<file path="src/rtl/if_id_stall_ctrl_pkg.sv">
// rtl/if_id_stall_ctrl_pkg.sv - shared constants for the IF/ID stall and redirect control slice
package if_id_stall_ctrl_pkg;

    localparam logic [31:0] PC_RESET_DEFAULT = 32'h0000_0000;

    // sll $0,$0,0 encodes as all zeros; used when a flush squashes IF/ID
    localparam logic [31:0] NOP_INSTR = 32'h0000_0000;

    // Decoded control bundle carried from ID into EX
    localparam int CTRL_WIDTH     = 10;
    localparam int CTRL_REG_WRITE = 0;
    localparam int CTRL_MEM_READ  = 1;
    localparam int CTRL_MEM_WRITE = 2;
    localparam int CTRL_MEM_TO_REG = 3;
    localparam int CTRL_BRANCH    = 4;
    localparam int CTRL_ALU_SRC   = 5;
    localparam int CTRL_REG_DST   = 6;
    localparam int CTRL_ALU_OP_LO = 7;
    localparam int CTRL_ALU_OP_HI = 9;

endpackage

</file>
<file path="src/rtl/if_id_stall_ctrl_sat_counter.sv">
// rtl/if_id_stall_ctrl_sat_counter.sv - saturating up-counter cleared by synchronous reset
module if_id_stall_ctrl_sat_counter #(
    parameter int WIDTH = 16
) (
    input  logic             clk,
    input  logic             rstn,
    input  logic             inc,
    output logic [WIDTH-1:0] count
);

    // Count up on inc, sticking at all-ones instead of wrapping
    always_ff @(posedge clk) begin
        if (!rstn) begin
            count <= '0;
        end else if (inc && (count != {WIDTH{1'b1}})) begin
            count <= count + WIDTH'(1);
        end
    end

endmodule

</file>
<file path="src/rtl/if_id_stall_ctrl.sv">
// rtl/if_id_stall_ctrl.sv - PC, IF/ID and ID/EX bubble registers driven by the hazard unit
module if_id_stall_ctrl
    import if_id_stall_ctrl_pkg::*;
#(
    parameter logic [31:0] PC_RESET = PC_RESET_DEFAULT,
    parameter int          CTRL_W   = CTRL_WIDTH,
    parameter int          CNT_W    = 16
) (
    input  logic              clk,
    input  logic              rstn,
    input  logic              pc_write,
    input  logic              IF_ID_write,
    input  logic              stall,
    input  logic              take_branch,
    input  logic [31:0]       branch_target,
    input  logic [31:0]       instr_in,
    input  logic [CTRL_W-1:0] ctrl_in,
    output logic [31:0]       pc,
    output logic [31:0]       IF_ID_instr,
    output logic [31:0]       IF_ID_pc_plus4,
    output logic [CTRL_W-1:0] ID_EX_ctrl,
    output logic [CNT_W-1:0]  stall_cnt,
    output logic [CNT_W-1:0]  flush_cnt,
    output logic              proto_err
);

    logic [31:0] pc_plus4;
    logic        flush;
    logic        bad_combo;

    // One adder feeds both the sequential PC and the IF/ID pc+4 field
    assign pc_plus4 = pc + 32'd4;

    // A flush only happens when IF/ID is allowed to move; a held IF/ID defers the branch
    assign flush = IF_ID_write && take_branch;

    // The hazard unit should move PC and IF/ID together and stall exactly when both freeze
    assign bad_combo = (pc_write != IF_ID_write) || (stall == pc_write);

    // PC: hold, redirect, or sequential fetch
    always_ff @(posedge clk) begin
        if (!rstn) begin
            pc <= PC_RESET;
        end else if (pc_write) begin
            pc <= take_branch ? branch_target : pc_plus4;
        end
    end

    // IF/ID: hold, squash to nop on redirect, or capture the fetched instruction
    always_ff @(posedge clk) begin
        if (!rstn) begin
            IF_ID_instr    <= NOP_INSTR;
            IF_ID_pc_plus4 <= 32'd0;
        end else if (IF_ID_write) begin
            if (take_branch) begin
                IF_ID_instr    <= NOP_INSTR;
                IF_ID_pc_plus4 <= 32'd0;
            end else begin
                IF_ID_instr    <= instr_in;
                IF_ID_pc_plus4 <= pc_plus4;
            end
        end
    end

    // ID/EX control: zero bundle is the bubble; a taken branch itself still advances
    always_ff @(posedge clk) begin
        if (!rstn) begin
            ID_EX_ctrl <= '0;
        end else begin
            ID_EX_ctrl <= stall ? '0 : ctrl_in;
        end
    end

    // Sticky flag for inconsistent hazard inputs; informational only
    always_ff @(posedge clk) begin
        if (!rstn) begin
            proto_err <= 1'b0;
        end else if (bad_combo) begin
            proto_err <= 1'b1;
        end
    end

    if_id_stall_ctrl_sat_counter #(
        .WIDTH (CNT_W)
    ) u_stall_cnt (
        .clk   (clk),
        .rstn  (rstn),
        .inc   (stall),
        .count (stall_cnt)
    );

    if_id_stall_ctrl_sat_counter #(
        .WIDTH (CNT_W)
    ) u_flush_cnt (
        .clk   (clk),
        .rstn  (rstn),
        .inc   (flush),
        .count (flush_cnt)
    );

endmodule
</file>
<file path="config.mk">
export PLATFORM = sky130hd
export DESIGN_NAME = if_id_stall_ctrl
export DESIGN_NICKNAME = d
export VERILOG_FILES = /design/src/rtl/if_id_stall_ctrl_pkg.sv /design/src/rtl/if_id_stall_ctrl_sat_counter.sv /design/src/rtl/if_id_stall_ctrl.sv
export SDC_FILE = /design/constraint.sdc
export NUM_CORES = 1
export LEC_CHECK = 0
export ABC_CLOCK_PERIOD_IN_PS = 1850
export BUFFER_PORTS_ARGS = -buffer_cell sky130_fd_sc_hd__buf_2
export CAP_MARGIN = 25
export CELL_PAD_IN_SITES_DETAIL_PLACEMENT = 0
export CELL_PAD_IN_SITES_GLOBAL_PLACEMENT = 1
export CORE_UTILIZATION = 33
export CTS_CLUSTER_DIAMETER = 80
export CTS_CLUSTER_SIZE = 20
export DETAILED_ROUTE_END_ITERATION = 10
export MAX_ROUTING_LAYER = met4
export PLACE_DENSITY_LB_ADDON = 0.12
export SLEW_MARGIN = 20
export SYNTH_ARGS = -nofsm -noshare
export SYNTH_HDL_FRONTEND = slang
export SYNTH_SLANG_ARGS = --single-unit
</file>
<file path="constraint.sdc">
create_clock -name clk -period 1.85 [get_ports clk]
set_input_delay 0.37 -clock clk [delete_from_list [all_inputs] [get_ports clk]]
set_output_delay 0.37 -clock clk [all_outputs]
set_load 0.1 [all_outputs]
</file>
Word level (Yosys, flattened, before mapping)
Index checks and enable logic that the tools add are counted.
- add/subtract/negate cells: 3
- equal/unequal tests: 4
- muxes and demuxes: 3
- bitwise operators: 1
- reductions and logical operators: 5
- operator list (operator ; count):
    $mux W32 ; 3
    $add A16 B1 Y16 const B ; 2
    $add A32 B3 Y32 const B ; 1
    $ne A16 B16 Y1 const B ; 2
    $logic_and A1 B1 Y1 ; 3
    $reduce_or A2 Y1 ; 1
    $eq A1 B1 Y1 ; 1
    $logic_or A1 B1 Y1 ; 1
    $ne A1 B1 Y1 ; 1
    $not A1 Y1 ; 1
- register bits: 139
- input port bits: 80
- logic and storage cells: 23

Longest topological paths before layout
- depth in word-level cells: 2
- mapped depth: 7
- mapped depth without buffers: 6

Cells and area by module
A second synthesis with hierarchy kept.
- cell total of the unflattened synthesis: 794
- area total of the unflattened synthesis: 6636.4 µm²
- modules (own cells, without submodules) (module ; instances ; cells an instance ; area each (µm²)):
    if_id_stall_ctrl ; 1 ; 600 ; 4962.3
    if_id_stall_ctrl_sat_counter ; 2 ; 97 ; 837.1

Worst setup path after synthesis
OpenSTA, ideal clock, no wires.
- path type: register to register
- start point: register pc[2]
- end point: register pc[28]
- setup time: 74 ps
- data arrival time: 2719 ps
- slack: -944 ps
- stages on the path, launching flop included: 7
- buffers on the path: 0
- period minus slack after synthesis: 2794 ps
- cell sequence: dfxtp_1 > ha_1 > nand3_1 > nor4_4 > nand4_1 > or3_1 > a31oi_1
- cells in the longest elaborated chain, start to end: 2
- RTL lines (element ; RTL line ; RTL):
    start: declaration ; if_id_stall_ctrl.sv:18 ; output logic [31:0] pc,
    start signal: assignment ; if_id_stall_ctrl.sv:45 ; pc <= take_branch ? branch_target : pc_plus4;
    $add A32 B3 Y32 ; if_id_stall_ctrl.sv:32 ; assign pc_plus4 = pc + 32'd4;
    $mux W32 ; if_id_stall_ctrl.sv:45 ;
No other way between the ends.
A chain may end at the register's enable or synchronous reset.

Worst setup path in the final report
- start point: register pc[5]
- end point: register pc[27]
The elaborated chain is that of the path after synthesis.

==> run_results.csv <==
group,metric,value,unit
outcome,status,"completed",
clock_network,clk_pin_slew,0.06,ns
global_routing,grt_busiest_layer,"met2",
floorplan,dieArea,0.0200,mm2
sta,setup_viol,0,
sta,rsz0062_at_grt,"no",
clock_network,cts_buffer_depth,2,
worst_setup_path,start_kind,"register",
layout,register_area,0.00296,mm2
global_routing,grt_remaining_overflow,0,
sta,max_freq,0.569,GHz
placed_design,gp_congestion,0.814,
routing,vias,6235,
synthesis,synth_common_cells,"dfxtp_1, nor2_1, a21oi_1",
power,switching_share,0.319,
layout,instances_no_fill,1282,
clock_network,htree_levels,4,
global_routing,grt_pass1_wl,31300,um
clock_network,cts.sinks,139,
routing,ant_nets,0,
worst_setup_path,crit_arrival,2.11,ns
worst_setup_path,critPathCaptureType,"register",
floorplan,pin_count,219,
floorplan,die_h,142,um
synthesis,synth_top_area_share,0.433,
power,p_comb_frac,0.166,
synthesis,seq_area_frac_synth,0.433,
placed_design,placedInstanceArea,0.00821,mm2
placed_design,port_buffers,218,
sta,fin_crit_sh,0.950,
layout,multi_input_area,0.00346,mm2
power,p_leak,0.00389,uW
layout,fill_cells,1970,
worst_setup_path,crit_path_max_incr_delay,0.43,ns
global_routing,grt_usage,0.206,
layout,stdcell_area,0.00885,mm2
worst_setup_path,critical_path_class,"reg2reg",
power,switchingPower,2550,uW
synthesis,synth_area,0.00642,mm2
floorplan,die_x,142,um
synthesis,synth_ff_type,"dfxtp_1",
global_routing,grt_max_degree,49,
power,seq_power_share,0.396,
sta,tightest_slew,0.501,ns
min_path,hold_class,"in2reg",
synthesis,synth_cell_types,55,
sta,skew,0.0116,ns
power,p_int,5440,uW
power,clockPowerShare,0.438,
synthesis,async_flop_share,0,
sta,min_period,1.76,ns
global_routing,antenna_found_initial,2,
clock_network,clk_latency,0.42,ns
synthesis,synth_nets,851,
floorplan,core-area,0.0189,mm2
run,cap_violations,0,
synthesis,synth_warnings,0,
clock_network,clockRootBuffer,"clkbuf_16",
power,max-vdd-ir-drop,0.624,mV
synthesis,synth.most_common_cell,"dfxtp_1",
layout,area_growth,37.7,%
placed_design,dpl.hpwl,14500,um
clock_network,hold_buffers,0,
synthesis,synth-seq-cells,139,
layout,num-nets-final,1090,
worst_setup_path,worst_path_max_delay_cell,"or4_1",
synthesis,synth_edf_count,0,
power,p_per_area,903,mW/mm2
worst_setup_path,crit_chain,"nand4_1, nor4_4, buf_4, nand3_2, or4_1, nand3_1",
worst_setup_path,crit_required,2.20,ns
layout,drive_gt1_frac,0.372,
worst_setup_path,cp_max_fo,8,
routing,wire_per_inst,15.4,um
routing,vias_per_cell,4.86,
synthesis,ys_top_cells_by_area,"dfxtp_1, nor2_1, a21oi_1, nor2b_1, xnor2_1",
sta,slew_viol_final,0,
sta,slew_headroom,0.657,
global_routing,use_met1,0.262,
clock_network,cts_tree,"built",
synthesis,syn_inst,768,
routing,drc,0,
global_routing,use_met2,0.317,
floorplan,rows,50,
sta,hold_viol,0,
placed_design,dp.cells,1247,
clock_network,cts_made_buffers,17,
routing,drtIter0Drc,274,
routing,wl,19700,um
global_routing,grt_pass1_vias,5991,
synthesis,yosysTopAreaCell,"dfxtp_1",
floorplan,start_util,0.340,
routing,drtPass1Iterations,4,
synthesis,syn_area_per_cell,8.36,um2
global_routing,use_met3,0.0469,
power by group through the flow:
stage / combinational (uW) / sequential [uW] / clock (uW)
floorplan: 348 / 3900 / 0
global placement: 1340 / 3230 / 0
detailed placement: 1340 / 3230 / 0
CTS: 1340 / 3160 / 3590
global route: 1400 / 3180 / 3730
finish: 1330 / 3160 / 3500
layout make-up:
| cell class | count | area share |
|---|---|---|
| timing repair buffer | 265 | 0.166 |
| multi-input combinational | 577 | 0.391 |
| clock buffer | 20 | 0.0553 |
| tap | 260 | 0.0368 |
| clock inverter | 12 | 0.0134 |
| antenna | 2 | 0.000566 |
| sequential | 139 | 0.334 |
| inverter | 7 | 0.00311 |
path summary, 6_finish.rpt:
check        slack [ns]                            start  cells after the start                              end
max reg2reg        0.09               pc[5]$_SDFFE_PN0P_                      6              pc[27]$_SDFFE_PN0P_
min reg2reg        0.45  IF_ID_pc_plus4[19]$_SDFFE_PN0P_                      2  IF_ID_pc_plus4[19]$_SDFFE_PN0P_
min                0.14                       ctrl_in[2]                      2         ID_EX_ctrl[2]$_SDFF_PP0_
max                0.09               pc[5]$_SDFFE_PN0P_                      6              pc[27]$_SDFFE_PN0P_
kinds of logic (layout without fill, tap and decap cells):
group | after synthesis | after routing | share of synthesized area
AO/OA/AOI/OAI | 169 | 169 | 0.162
XOR/XNOR | 51 | 51 | 0.0695
adder cells (fa/ha/maj) | 3 | 3 | 0.00584
buffers and inverters | 52 | 304 | 0.0415
flip-flops | 139 | 139 | 0.433
multiplexers | 13 | 13 | 0.0203
other | 0 | 2 | 0
AND/OR/NAND/NOR | 341 | 341 | 0.268
cells in the final DEF, fill, tap and decap left out, drive strengths merged, types with 5 or more instances in the layout:
master | synthesis | routed
xor2 | 23 | 23
xnor2 | 28 | 28
nand3b | 5 | 5
a31oi | 8 | 8
nor4 | 5 | 5
dfxtp | 139 | 139
inv | 6 | 13
and2 | 17 | 17
a32o | 6 | 6
o21ai | 47 | 47
nor2 | 117 | 117
nand3 | 29 | 29
nand4 | 21 | 21
buf | 5 | 265
clkbuf | 39 | 20
a21oi | 62 | 62
mux2i | 13 | 13
and3 | 12 | 12
nor3 | 15 | 15
nand2 | 59 | 59
a22oi | 8 | 8
a22o | 13 | 13
nor2b | 43 | 43
a211oi | 6 | 6
repair_timing:
| action | 4_1_cts | 5_1_grt |
|---|---|---|
| setup buffers | 0 | 1 |
| gates resized for setup | 0 | 4 |
| setup endpoints to repair | 1 | 11 |
| pin swaps | 1 | 1 |
registers in the layout, summed over array words and instances (netlist names):
name               flops
u_stall_cnt.count     16
pc                    32
IF_ID_instr           32
proto_err              1
ID_EX_ctrl            10
u_flush_cnt.count     16
IF_ID_pc_plus4        32
stage by stage:
stage,hold WS [ns],utilization,total power (uW),setup WS [ns],TNS [ns]
3_5_place_dp,0.438,0.435,4570,0.0372,0
3_3_place_gp,0.434,0.435,4570,0.0512,0
6_report,0.143,0.468,7990,0.0925,0
4_1_cts,0.123,0.467,8090,0.0152,0
5_1_grt,0.129,0.468,8310,0.00533,0
2_1_floorplan,0.492,-,4240,-0.203,-0.634
per-layer routing:
layer	up-vias	routed length, um
met3	30	989
met4	0	469
li1	3177	-
met2	167	9000
met5	-	0
met1	2861	9240
worst max-delay path, delay by kind of cell (launching register included):
family | cells | cell delay [ns]
buffers and inverters | 1 | 0.20
DFF | 1 | 0.39
and+or+nand+nor | 5 | 1.11
Power figures use the tool's default switching activity.
